### src/rtl/id_ex_stage.sv
// ID/EX pipeline register: latches decoded operands and main-control
// signals, with stall hold, flush bubble insertion and a debug bubble counter.
//
// Ports:
//   clk, reset_n        core clock (rising edge), async active-low reset
//   stall, flush        hazard controls; flush has priority over stall
//   id_*                decoded instruction fields from ID
//   ex_*                registered copies presented to EX
//   ex_inst_function    registered id_imm_ext[5:0], function field for Alu_control
//   ex_valid            EX holds a real instruction
//   bubble_count        saturating count of flush-inserted bubbles
module id_ex_stage #(
    parameter int data_width          = 32,
    parameter int reg_addr_width      = 5,
    parameter int control_aluop_width = 3,
    parameter int bubble_count_width  = 16
) (
    input  logic                           clk,
    input  logic                           reset_n,
    input  logic                           stall,
    input  logic                           flush,
    input  logic                           id_valid,
    input  logic [data_width-1:0]          id_pc_next,
    input  logic [data_width-1:0]          id_rs_data,
    input  logic [data_width-1:0]          id_rt_data,
    input  logic [data_width-1:0]          id_imm_ext,
    input  logic [reg_addr_width-1:0]      id_rs,
    input  logic [reg_addr_width-1:0]      id_rt,
    input  logic [reg_addr_width-1:0]      id_rd,
    input  logic [4:0]                     id_shamt,
    input  logic [control_aluop_width-1:0] id_control_aluop,
    input  logic                           id_alu_src,
    input  logic                           id_reg_dst,
    input  logic                           id_mem_read,
    input  logic                           id_mem_write,
    input  logic                           id_reg_write,
    input  logic                           id_mem_to_reg,
    input  logic                           id_branch,
    output logic [data_width-1:0]          ex_pc_next,
    output logic [data_width-1:0]          ex_rs_data,
    output logic [data_width-1:0]          ex_rt_data,
    output logic [data_width-1:0]          ex_imm_ext,
    output logic [reg_addr_width-1:0]      ex_rs,
    output logic [reg_addr_width-1:0]      ex_rt,
    output logic [reg_addr_width-1:0]      ex_rd,
    output logic [4:0]                     ex_shamt,
    output logic [control_aluop_width-1:0] ex_control_aluop,
    output logic                           ex_alu_src,
    output logic                           ex_reg_dst,
    output logic                           ex_mem_read,
    output logic                           ex_mem_write,
    output logic                           ex_reg_write,
    output logic                           ex_mem_to_reg,
    output logic                           ex_branch,
    output logic [5:0]                     ex_inst_function,
    output logic                           ex_valid,
    output logic [bubble_count_width-1:0]  bubble_count
);

    localparam logic [bubble_count_width-1:0] bc_one =
        {{(bubble_count_width-1){1'b0}}, 1'b1};

    logic bc_sat;
    assign bc_sat = &bubble_count;

    // A bubble is the same all-zero state as reset: RTYPE aluop with
    // function SLL on $0, i.e. a NOP with every side effect disabled.
    always_ff @(posedge clk or negedge reset_n) begin
        if (!reset_n) begin
            ex_pc_next       <= '0;
            ex_rs_data       <= '0;
            ex_rt_data       <= '0;
            ex_imm_ext       <= '0;
            ex_rs            <= '0;
            ex_rt            <= '0;
            ex_rd            <= '0;
            ex_shamt         <= '0;
            ex_control_aluop <= '0;
            ex_alu_src       <= 1'b0;
            ex_reg_dst       <= 1'b0;
            ex_mem_read      <= 1'b0;
            ex_mem_write     <= 1'b0;
            ex_reg_write     <= 1'b0;
            ex_mem_to_reg    <= 1'b0;
            ex_branch        <= 1'b0;
            ex_inst_function <= '0;
            ex_valid         <= 1'b0;
            bubble_count     <= '0;
        end else if (flush) begin
            ex_pc_next       <= '0;
            ex_rs_data       <= '0;
            ex_rt_data       <= '0;
            ex_imm_ext       <= '0;
            ex_rs            <= '0;
            ex_rt            <= '0;
            ex_rd            <= '0;
            ex_shamt         <= '0;
            ex_control_aluop <= '0;
            ex_alu_src       <= 1'b0;
            ex_reg_dst       <= 1'b0;
            ex_mem_read      <= 1'b0;
            ex_mem_write     <= 1'b0;
            ex_reg_write     <= 1'b0;
            ex_mem_to_reg    <= 1'b0;
            ex_branch        <= 1'b0;
            ex_inst_function <= '0;
            ex_valid         <= 1'b0;
            if (!bc_sat) begin
                bubble_count <= bubble_count + bc_one;
            end
        end else if (!stall) begin
            ex_pc_next       <= id_pc_next;
            ex_rs_data       <= id_rs_data;
            ex_rt_data       <= id_rt_data;
            ex_imm_ext       <= id_imm_ext;
            ex_rs            <= id_rs;
            ex_rt            <= id_rt;
            ex_rd            <= id_rd;
            ex_shamt         <= id_shamt;
            ex_control_aluop <= id_control_aluop;
            ex_alu_src       <= id_alu_src;
            ex_reg_dst       <= id_reg_dst;
            ex_mem_read      <= id_mem_read;
            ex_mem_write     <= id_mem_write;
            ex_reg_write     <= id_reg_write;
            ex_mem_to_reg    <= id_mem_to_reg;
            ex_branch        <= id_branch;
            ex_inst_function <= id_imm_ext[5:0];
            // Invalid instructions still load; EX gates on ex_valid.
            ex_valid         <= id_valid;
        end
    end

endmodule
### config.mk
export PLATFORM = sky130hd
export DESIGN_NAME = id_ex_stage
export DESIGN_NICKNAME = d
export VERILOG_FILES = /design/src/rtl/id_ex_stage.sv
export SDC_FILE = /design/constraint.sdc
export NUM_CORES = 1
export LEC_CHECK = 0
export CAP_MARGIN = 20
export CORE_ASPECT_RATIO = 0.6
export CORE_MARGIN = 2
export CORE_UTILIZATION = 46
export CTS_BUF_LIST = sky130_fd_sc_hd__clkbuf_2 sky130_fd_sc_hd__clkbuf_4 sky130_fd_sc_hd__clkbuf_8
export DETAILED_ROUTE_END_ITERATION = 7
export PLACE_DENSITY = 0.89
export SETUP_SLACK_MARGIN = 0.05
export SLEW_MARGIN = 20
export SYNTH_ARGS = -nofsm -noshare
export SYNTH_HDL_FRONTEND = slang
export SYNTH_SLANG_ARGS = --single-unit
### constraint.sdc
create_clock -name clk -period 3.35 [get_ports clk]
set_input_delay 0.335 -clock clk [delete_from_list [all_inputs] [get_ports clk]]
set_output_delay 0.335 -clock clk [all_outputs]
set_load 0.02 [all_outputs]
==> run metrics, run 1 <==
post-layout util 72.5%; initial DRC count 349; #FFs+latches synth 175; I/O Buffers 343; H-tree depth reported by CTS 4; syn nets 758; die footprint 16700 um2; Final Hold Fails 0; number of buffers created by CTS 17; commonest non-fill, non-tap cell in the layout clkdlybuf4s50_1; GR Util All Layers 23.5%; post-cts sizing count 0; initial core utilization 46.9%; synth top area cells dfrtp_1, mux2i_1, nor2_1; initial antenna violation count 0; pre-CTS WS 1450 ps; Avg Inst Size Synth 12.1 um2; fillers 1091; TNS Setup 0 ps; share of cells above drive strength 1 5.26%; ordered list of cells on the worst path clkdlybuf4s50_1; Max Fclk 517 MHz; Antenna Nets Post-Route 0; max incr delay on CP 680 ps; Final Power 0.00484 W; Peak supply drop 0.367 mV; drt total wl 19700 um; vias 5584; fin worst setup slack 1410 ps; Critical-path top delay cell clkdlybuf4s50_1; met3 Use GR 6.79%; global routing's busiest layer met2; RSZ-0062 raised after global routing no; Syn-to-layout area delta 54.6%; pwr/cell area 435 nW/um2; R2R setup slack 1460 ps; Die X 165 um; delay-heaviest family, CP buffers and inverters; Synth area leader dfrtp_1; post-synth top area share 60.9%; postcts setup bufs 0; Worst-path clk slew 100 ps; period utilization 57.8%; Die Y 101 um; P_leak 5.20 nW; WP data arrival 1600 ps; Hold Path Class input port to async pin; CTS tree built; status finished, final reports clean; CP Buf/Inv Count 1; synth warn 0; Seq/Total Area, Yosys 60.9%; GPL Wtd Cong 0.824; synthesized area 7190 um2; Synth Instances 594; Post-DP HPWL 14200 um; DRC violations left 0; Longest Clk Path Bufs 2; WS Path Type flop to output pin; worst-skew pair later-pin latency 430 ps; Slew Limit Headroom 39.4%; I/O pins 344; CP endpoint kind output pin; grt met1 use 30.6%; Worst Path Required 3010 ps; Antenna Cells 0; Max-Cap Viols 0; Worst Skew 11.6 ps; first-pass GRT wire length 30200 um; final-report max-slew violation count 0; DR pass1 iterations 5; min cycle time layout 1940 ps; commonest cells after routing, fill and taps aside clkdlybuf4s50_1, dfrtp_1, nor2_1, mux2i_1, clkbuf_8; Distinct cells, synth 29; Worst Max-Slew Pin Slew 910 ps; CP max FO 8; GRT met2 Usage 39.6%; Final setup viols 0; NumNets Final 1085; critical path launch point type flop; total core area 15300 um2; row cnt 35; clock sink count 175; GR Overflow Total 0; Vias/cell 4.92; vias in the first global route 5543; largest net degree at the start of global routing 88; Avg WL per Cell 17.4 um; root buffer cell clkbuf_8
==> where the power goes <==
part	internal [W]	switching (W)	total, W	leakage (nW)
clock	0.000534	0.000797	0.00133	0.165
sequential	0.00226	0.000128	0.00239	2.31
combinational	0.000589	0.000530	0.00112	2.72
total	0.00338	0.00146	0.00484	5.20
==> final timing paths <==
path,start,endpoint,depth (start not counted)
max,bubble_count[8],bubble_count[8],1
min,reset_n,ex_rs[2],2
max reg2reg,bubble_count[0],bubble_count[6],5
min reg2reg,ex_rd[0],ex_rd[0],2
max in group asynchronous,reset_n,bubble_count[13],3
min in group clk,flush,bubble_count[8],4
==> final cells by class <==
type	instances	area, um2	area share, %
Multi-Input combinational cell	376	2610	23.4
Timing Repair Buffer	350	3530	31.7
Clock inverter	12	105	0.945
Tap cell	203	254	2.28
Clock buffer	18	241	2.17
Sequential cell	175	4380	39.4
Inverter	1	3.75	0.0338
==> cell families after synthesis <==
group | Yosys count | synth area share (%)
AO/OA/AOI/OAI | 4 | 0.348
multiplexers | 163 | 22.8
adder cells (fa/ha/maj) | 1 | 0.174
flip-flops | 175 | 60.9
AND/OR/NAND/NOR | 197 | 11.6
buffers and inverters | 43 | 2.85
XOR/XNOR | 11 | 1.34
==> metrics by stage <==
step,cells,hold slack (ps),area [um2]
after detailed placement,1104,403,10800
after floorplan,594,39.4,7190
final,1135,477,11100
after CTS,1135,461,11100
after global placement,1104,400,10800
after global routing,1135,477,11100
==> metal layers <==
| layer | vias up | share of wire (%) |
|---|---|---|
| met3 | 15 | 7.9 |
| met1 | 2738 | 42 |
| met2 | 187 | 49 |
| li1 | 2644 | - |
| met4 | 0 | 1.1 |
| met5 | - | 0 |
==> Yosys cell counts <==
cell and number:
dfrtp_1 175, nor2_1 161, mux2i_1 159, buf_2 17, clkbuf_1 15, nand2_1 8, xor2_1 7, buf_4 6
nand3_1 5, buf_1 4, nand4_1 4, nor3_1 4, nor4_1 4, xnor2_1 4, mux2_2 3, nor4b_1 3
nand3_2 2, o21ai_0 2, and3_1 1, ha_1 1, inv_1 1, mux2_4 1, nand2_4 1, nand2b_1 1
nand4_2 1, o211ai_1 1, o21a_1 1, or2_4 1, or4_4 1
==> timing repair <==
item	CTS	global route
hold buffers	1	0
endpoints found under the hold margin	73	0
endpoints found under the setup margin	0	0
No activity file was read; power rests on OpenSTA's default activity.
==> run 2: changes to the inputs <==
--- a/config.mk
+++ b/config.mk
@@ -8,10 +8,10 @@
 export CAP_MARGIN = 20
 export CORE_ASPECT_RATIO = 0.6
 export CORE_MARGIN = 2
-export CORE_UTILIZATION = 46
+export CORE_UTILIZATION = 38
 export CTS_BUF_LIST = sky130_fd_sc_hd__clkbuf_2 sky130_fd_sc_hd__clkbuf_4 sky130_fd_sc_hd__clkbuf_8
 export DETAILED_ROUTE_END_ITERATION = 7
-export PLACE_DENSITY = 0.89
+export PLACE_DENSITY = 0.78
 export SETUP_SLACK_MARGIN = 0.05
 export SLEW_MARGIN = 20
 export SYNTH_ARGS = -nofsm -noshare
==> constraint.sdc (replaced) <==
create_clock -name clk -period 1.7 [get_ports clk]
set_input_delay 0.17 -clock clk [delete_from_list [all_inputs] [get_ports clk]]
set_output_delay 0.17 -clock clk [all_outputs]
set_load 0.02 [all_outputs]
==> run 2 against run 1 <==
  * Register-to-register slack lost 1400 ps
  * Highest routed layer unchanged
  * First-iteration DRC count decreased by 24%
  * Design area increased by 5.2%
  * Critical path type is now flop to flop
==> run metrics, run 2 (same netlist as run 1, synthesis figures left out) <==
status finished, final reports clean (unchanged); commonest cells after routing, fill and taps aside clkdlybuf4s50_1, dfrtp_1, nor2_1, mux2i_1, dlymetal6s2s_1 (was clkdlybuf4s50_1, dfrtp_1, nor2_1, mux2i_1, clkbuf_8); Slew Limit Headroom 71.2% (was 39.4%); Metal-1 WL 8880 um (was 8180 um); drt total wl 21000 um (was 19700 um); CP Buf/Inv Count 0 (was 1); R2R cell count 5 (unchanged); total core area 18300 um2 (was 15300 um2); pwr/cell area 848 nW/um2 (was 435 nW/um2); TNS Setup 0 ps (unchanged); CTS tree built (unchanged); Worst-path clk slew 100 ps (about the same); Worst Skew 8.56 ps (was 11.6 ps); GR Overflow Total 0 (unchanged); worst-skew pair later-pin latency 430 ps (about the same); CP endpoint kind flop (was output pin); NumNets Final 1107 (was 1085); highest metal used met4 (unchanged); GR Util All Layers 21.2% (was 23.5%); I/O Buffers 343 (unchanged); delay-heaviest family, CP simple AND/OR/NAND/NOR gates (was buffers and inverters); ordered list of cells on the worst path ha_4 -> nand4_1 -> or4_4 -> nand2_4 -> mux2_4 (was clkdlybuf4s50_1); die footprint 20100 um2 (was 16700 um2); clock sink count 175 (unchanged); Max-Cap Viols 0 (unchanged); final-report max-slew violation count 0 (unchanged); initial DRC count 266 (was 349); H-tree depth reported by CTS 4 (unchanged); Worst Max-Slew Pin Slew 428 ps (was 910 ps); Worst Path Required 2020 ps (was 3010 ps); Avg WL per Cell 17.6 um (was 17.4 um); initial core utilization 39.3% (was 46.9%); Syn-to-layout area delta 62.7% (was 54.6%); WP data arrival 1940 ps (was 1600 ps); largest net degree at the start of global routing 97 (was 88); CP max FO 4 (was 8); R2R setup slack 80 ps (was 1460 ps); Fin Hold WS 230 ps (was 477 ps); Antenna Nets Post-Route 0 (unchanged); WS Path Type flop to flop (was flop to output pin); DRC violations left 0 (unchanged); Critical-path top delay cell or4_4 (was clkdlybuf4s50_1); Die X 182 um (was 165 um); commonest non-fill, non-tap cell in the layout clkdlybuf4s50_1 (unchanged); Vias/cell 4.69 (was 4.92); Final Hold Fails 0 (unchanged); number of buffers created by CTS 17 (unchanged); root buffer cell clkbuf_8 (unchanged); Longest Clk Path Bufs 2 (unchanged); Antenna Cells 0 (unchanged); I/O pins 344 (unchanged); first-pass GRT wire length 33400 um (was 30200 um); P_leak 6.97 nW (was 5.20 nW); fillers 1455 (was 1091); period utilization 95.4%; critical path launch point type flop (unchanged); wire length on met3 1980 um (was 1560 um); FF-to-FF End bubble_count[1] (was bubble_count[6]); Max Fclk 617 MHz; Peak supply drop 0.799 mV (was 0.367 mV); min cycle time layout 1620 ps; RSZ-0062 raised after global routing yes (was no); vias in the first global route 5878 (was 5543); vias 5612 (was 5584); met2 WL 10000 um (was 9730 um); row cnt 38 (was 35); r2r startpoint bubble_count[0] (unchanged); Post-DP HPWL 15300 um (was 14200 um); max incr delay on CP 470 ps (was 680 ps); DR pass1 iterations 4 (was 5); Hold Path Class input port to async pin (unchanged); initial antenna violation count 0 (unchanged); GPL Wtd Cong 0.875 (was 0.824); share of cells above drive strength 1 9.10% (was 5.26%); Final setup viols 0 (unchanged); Die Y 111 um (was 101 um); Stages on worst setup path 5 (was 1)
==> run 2: power by group <==
group          switching [W]  internal (W)
Combinational        0.00111       0.00116
Clock                0.00168       0.00128
Sequential          0.000219       0.00446
==> run 2: per-layer routing <==
layer / vias to the layer above / global-route usage (%)
li1: 2694 / -
met1: 2702 / 26.9
met2: 204 / 34.2
met3: 12 / 8.84
met4: 0 / 4.12
met5: - / 0
==> run 2: worst reg2reg max path, delay by kind of cell (launching register included) <==
family                   cells  cell delay (ps)
flip-flops                   1              410
multiplexers                 1              290
AND/OR/NAND/NOR              3              670
adder cells (fa/ha/maj)      1              150
==> run 2: worst max-delay path by stage <==
stage	from	to	slack [ps]
after detailed placement	bubble_count[0]	bubble_count[1]	60
after global routing	bubble_count[0]	bubble_count[6]	20
after CTS	ex_rt_data[9]	ex_rt_data[9]	50
final	bubble_count[0]	bubble_count[1]	80
after global placement	bubble_count[1]	bubble_count[1]	90
after floorplan	bubble_count[0]	bubble_count[1]	40
==> run 2: metrics by stage <==
stage | instances | total power (W) | utilization (%) | instance area (um2) | setup slack [ps]
after floorplan | 594 | 0.00578 | - | 7220 | 41.0
final | 1196 | 0.00992 | 63.9 | 11700 | 78.1
after CTS | 1190 | 0.0101 | 62.3 | 11400 | 50.0
after global routing | 1196 | 0.0104 | 63.9 | 11700 | 22.6
after detailed placement | 1156 | 0.00710 | 60.4 | 11000 | 60.9
after global placement | 1156 | 0.00706 | 60.4 | 11000 | 86.0
==> run 2: area by class of cell <==
| type | count | area (um2) | share of cell area (%) |
|---|---|---|---|
| Clock buffer | 19 | 255 | 2.18 |
| Clock inverter | 13 | 143 | 1.22 |
| Inverter | 1 | 3.75 | 0.0321 |
| Multi-Input combinational cell | 376 | 2630 | 22.4 |
| Sequential cell | 175 | 4390 | 37.6 |
| Tap cell | 240 | 300 | 2.57 |
| Timing Repair Buffer | 372 | 3980 | 34.0 |
==> run 2: timing repair <==
item                       in CTS  in global routing
setup endpoints to repair      44                 98
buffers inserted                1                  6
hold buffers                    1                  0
hold endpoints to repair       66                  0
gates resized for setup        41                 95
==> variant 1, RTL diff (flow settings as in run 2) <==
Register the output `bubble_count` once more, with the module's reset; this adds one clock of latency there. The other outputs are not delayed to match.
--- a/src/rtl/id_ex_stage.sv
+++ b/src/rtl/id_ex_stage.sv
@@ -62,4 +62,6 @@
 
+    logic [bubble_count_width-1:0] bubble_count_s0;
+
     logic bc_sat;
-    assign bc_sat = &bubble_count;
+    assign bc_sat = &bubble_count_s0;
 
@@ -87,3 +89,3 @@
             ex_valid         <= 1'b0;
-            bubble_count     <= '0;
+            bubble_count_s0  <= '0;
         end else if (flush) begin
@@ -108,3 +110,3 @@
             if (!bc_sat) begin
-                bubble_count <= bubble_count + bc_one;
+                bubble_count_s0 <= bubble_count_s0 + bc_one;
             end
@@ -133,2 +135,10 @@
 
+    always_ff @(posedge clk or negedge reset_n) begin
+        if (!reset_n) begin
+            bubble_count <= '0;
+        end else begin
+            bubble_count <= bubble_count_s0;
+        end
+    end
+
 endmodule
Check against the original RTL: not equivalent (Yosys sat finds a counterexample within 4 cycles, from zero or initial values and one cycle with reset_n low).
==> variant 1 against run 2 <==
- power grew 6.0%
- design area grew 3.2%
- setup slack lost 48 ps
- utilization shrank 1.4 points
- wire length grew 3.1%
- global-route usage shrank 0.89 points
- sequential cell count grew 16
- area after synthesis grew 5.6%
- sequential power grew 10%
- synthesized cell count grew 2.7%
- critical endpoint is now bubble_count_s0[1]
==> variant 1: results (changes against run 2) <==
met1 Use GR=27.7% (+0.81 points); TritonRoute pass-1 iters=4 (unchanged); DP HPWL=15,500 um (+1.3%); Post-DP Area=11,500 sq um (+4.1%); gr usage total=20.3% (-0.89 points); Net Sw Frac=28.5% (-1.8 points); wire length on met3=1510 um (-24%); post_cts resized=86 (+110%); Final Skew=5.48 ps (-3.08 ps); largest net degree at the start of global routing=92 (-5.2%); Post-layout nets=1,126 (+1.7%); Reg power frac=49.1% (+1.9 points); WL met2=10,100 um (+0.51%); Arrival @ worst endpoint=2020 ps (+80 ps); dpl ws=43.8 ps (-17.1 ps); post-synthesis sequential area ratio=63.0% (+2.1 points); Post-Syn Nets=774 (+2.1%); routed length per instance=17.4 um (-0.66%); most frequent cells after synthesis=dfrtp_1 (191), nor2_1 (161), mux2i_1 (159), buf_2 (17), clkbuf_1 (15); Via Count=5,873 (+4.7%); M1 wire length=9840 um (+11%); M3 GR Usage=6.74% (-2.1 points); global-route wire length before repair=33,200 um (-0.46%); placer congestion estimate=0.836 (-4.5%); CP max-delay cell=or4_4; final-layout fill cell count=1,549 (+6.5%); vias in the first global route=5,819 (-1.0%); outcome=completed; async set or reset register ratio after synthesis=100% (unchanged); Hold Crit Class=primary input to flip-flop; met2 GRT Util=31.7% (-2.5 points); P_leak=7.25 nW (+4.1%); 1st-iter DRT viols=360 (+35%); Worst Max-Slew Pin Slew=443 ps (+15.5 ps); top cells by area, synth=dfrtp_1 (63%), mux2i_1 (21%), nor2_1 (8.0%)
-- variant 1: cells by family (layout without fill, tap and decap cells) --
logic type / count (synthesis) / after routing / synth area share, %
AND/OR/NAND/NOR: 197 / 197 / 11.0
flip-flops: 191 / 191 / 63.0
multiplexers: 163 / 163 / 21.6
buffers and inverters: 43 / 408 / 2.70
XOR/XNOR: 11 / 11 / 1.27
AO/OA/AOI/OAI: 4 / 4 / 0.330
adder cells (fa/ha/maj): 1 / 1 / 0.165
-- variant 1: worst reg2reg max path: cells and delay by family, from the launching register on --
kind,cells,cell delay [ps]
adders and majority gates,1,160
DFF,1,410
muxes,1,290
and+or+nand+nor,3,690
-- variant 1: worst paths after layout --
| check | startpoint | endpoint | cells past startpoint | slack (ps) |
|---|---|---|---|---|
| hold / removal | stall | ex_rd[4] | 3 | 150 |
| max in group asynchronous | reset_n | bubble_count_s0[5] | 3 | 920 |
| hold reg to reg | bubble_count_s0[6] | bubble_count[6] | 0 | 460 |
| min in group asynchronous | reset_n | bubble_count[13] | 2 | 210 |
| setup reg to reg | bubble_count_s0[1] | bubble_count_s0[1] | 5 | 30 |
| setup / recovery | bubble_count_s0[1] | bubble_count_s0[1] | 5 | 30 |
-- variant 1: cell type report --
type / instances / area, sq um / area share (%)
Timing Repair Buffer: 375 / 3910 / 32.4
Sequential cell: 191 / 4780 / 39.6
Inverter: 1 / 3.75 / 0.0311
Clock inverter: 11 / 128 / 1.06
Clock buffer: 21 / 283 / 2.34
Multi-Input combinational cell: 376 / 2640 / 21.8
Tap cell: 266 / 333 / 2.76
-- variant 1: stage by stage --
stage	hold slack, ps	cells	power [mW]
floorplan	-126	610	6.22
global placement	163	1207	7.58
detailed placement	161	1207	7.62
CTS	120	1241	10.7
global route	134	1241	11.0
finish	151	1241	10.5
==> variant 2, RTL diff (config.mk and constraints of run 2) <==
Made on the original files. Set the parameter `bubble_count_width` to 18 (it was 16).
--- a/src/rtl/id_ex_stage.sv
+++ b/src/rtl/id_ex_stage.sv
@@ -15,3 +15,3 @@
     parameter int control_aluop_width = 3,
-    parameter int bubble_count_width  = 16
+    parameter int bubble_count_width  = 18
 ) (
Interface: changed (resized bubble_count); port bits go from 344 to 346. No check against the original RTL was run, so the function may have changed too.
==> variant 2 against run 2 <==
- sequential power is essentially flat
- power grew 3.4%
- sequential share of layout area grew 0.26 points
- critical path depth grew 2
- setup slack lost 20 ps
- sequential cell count grew 2
- design area grew 0.26%
- area after synthesis grew 1.0%
- wire length shrank 2.2%
- largest cell class unchanged
==> variant 2: results (changes against run 2) <==
area occupied by multi-input gates=2670 sq um (+1.8%); most frequent cells after synthesis=dfrtp_1 (177), nor2_1 (164), mux2i_1 (159), buf_2 (16), clkbuf_1 (16); Final Skew=14.5 ps (+5.94 ps); Post-DP Area=11,200 sq um (+1.1%); P_leak=6.90 nW (-1.1%); largest net degree at the start of global routing=102 (+5.2%); CTS sink cnt=177 (+1.1%); post-synthesis mux area share=22.1% (-0.75 points); clk slew on worst S/H paths=100 ps (about the same); wire length on met3=1690 um (-15%); Arrival @ worst endpoint=2000 ps (+60 ps); Post-Synth XOR/XNOR Area=1.81% (+0.47 points); critical-path maximum fanout=9 (+5); clk tree area frac=3.73% (+0.33 points); share of cells above drive strength 1=9.31% (+0.21 points); top cells by area, synth=dfrtp_1 (61%), mux2i_1 (22%), nor2_1 (8.5%); Via Count=5,722 (+2.0%); 1st-iter DRT viols=250 (-6.0%); Post-layout nets=1,119 (+1.1%); vias in the first global route=5,907 (+0.49%); clk_lat worst skew=450 ps (+20 ps); Max stage delay on crit path=530 ps (+60 ps); WL met2=9800 um (-2.1%); DP HPWL=15,100 um (-1.6%); M3 GR Usage=7.49% (-1.3 points); CP max-delay cell=dlygate4sd3_1; cell internal pwr=7.30 mW (+5.8%); area fraction in compound gates after synthesis=0.551% (+0.20 points); multi-input gates=378 (+0.53%); outcome=completed; final-layout clock buffer total=18 (-1); invs w/o clock=0 (-1); IO buf count=345 (+0.58%); final-layout fill cell count=1,537 (+5.6%); Synth Area in Adders=0.172% (-0.0018 points); placer congestion estimate=0.813 (-7.2%); Yosys cell types=33 (+14%); number of non-clock buffers=381 (+2.4%); Seq area share=37.8% (+0.26 points); M1 wire length=8760 um (-1.4%); Top Family by Delay on Critical Path=buffers and inverters; Max transition margin=58.1% (-13 points); Peak supply drop=690 uV (-14%); dpl ws=35.5 ps (-25.4 ps); Cells after Synth=597 (+0.51%); Final Non-Filler Cells=1,213 (+1.4%); non-clk buf share=33.0% (-0.96 points); routed length per instance=16.9 um (-3.6%); global-route wire length before repair=32,500 um (-2.7%); post-synthesis sequential area ratio=61.0% (+0.070 points); multi-input combinational area share=22.8% (+0.35 points)
variant 2: changes by cell type after synthesis, moves of 2 or more:
cell     delta
nand4_1     +2
mux2_2      -2
nand3_1     +2
nor4b_1     -3
nor2_1      +3
o21ai_0     -2
dfrtp_1     +2
nor3_1      -2
xnor2_1     +5
nand2_1     -4
nor4_1      -3
variant 2: kinds of logic after synthesis:
kind of cell,Yosys count
flip-flops,177
buffers and inverters,42
adder cells (fa/ha/maj),1
AND/OR/NAND/NOR,198
AO/OA/AOI/OAI,4
multiplexers,160
XOR/XNOR,15
variant 2: power by group through the flow:
stage                     Sequential, mW  Clock (mW)  Combinational (mW)
after global routing                4.72        3.57                2.48
after floorplan                     5.17           0               0.635
after global placement              4.76           0                2.41
after detailed placement            4.78           0                2.43
after CTS                           4.68        3.39                2.35
final                               4.68        3.26                2.31
variant 2: what timing repair did:
action / 4_1_cts / 5_1_grt
hold buffers: 2 / 0
gates resized for setup: 102 / 72
endpoints found under the setup margin: 104 / 80
endpoints found under the hold margin: 131 / 0
setup buffers: 2 / 2
variant 2: worst register-to-register path: stages (launching register included):
cell and delay, ps:
dfrtp_2 390, ha_4 140, nand4_1 170, nor4_4 270, nand2_2 120, nand2_2 110, mux2_2 320
variant 2: final timing paths:
kind,from,to,slack [ps],cells after the start
setup / recovery,flush,bubble_count[15],60,7
hold / removal,reset_n,ex_rs_data[22],210,2
setup reg to reg,bubble_count[0],bubble_count[1],80,6
hold reg to reg,bubble_count[6],bubble_count[6],520,1
max in group asynchronous,reset_n,ex_pc_next[21],850,3
min in group clk,id_imm_ext[19],ex_imm_ext[19],300,3
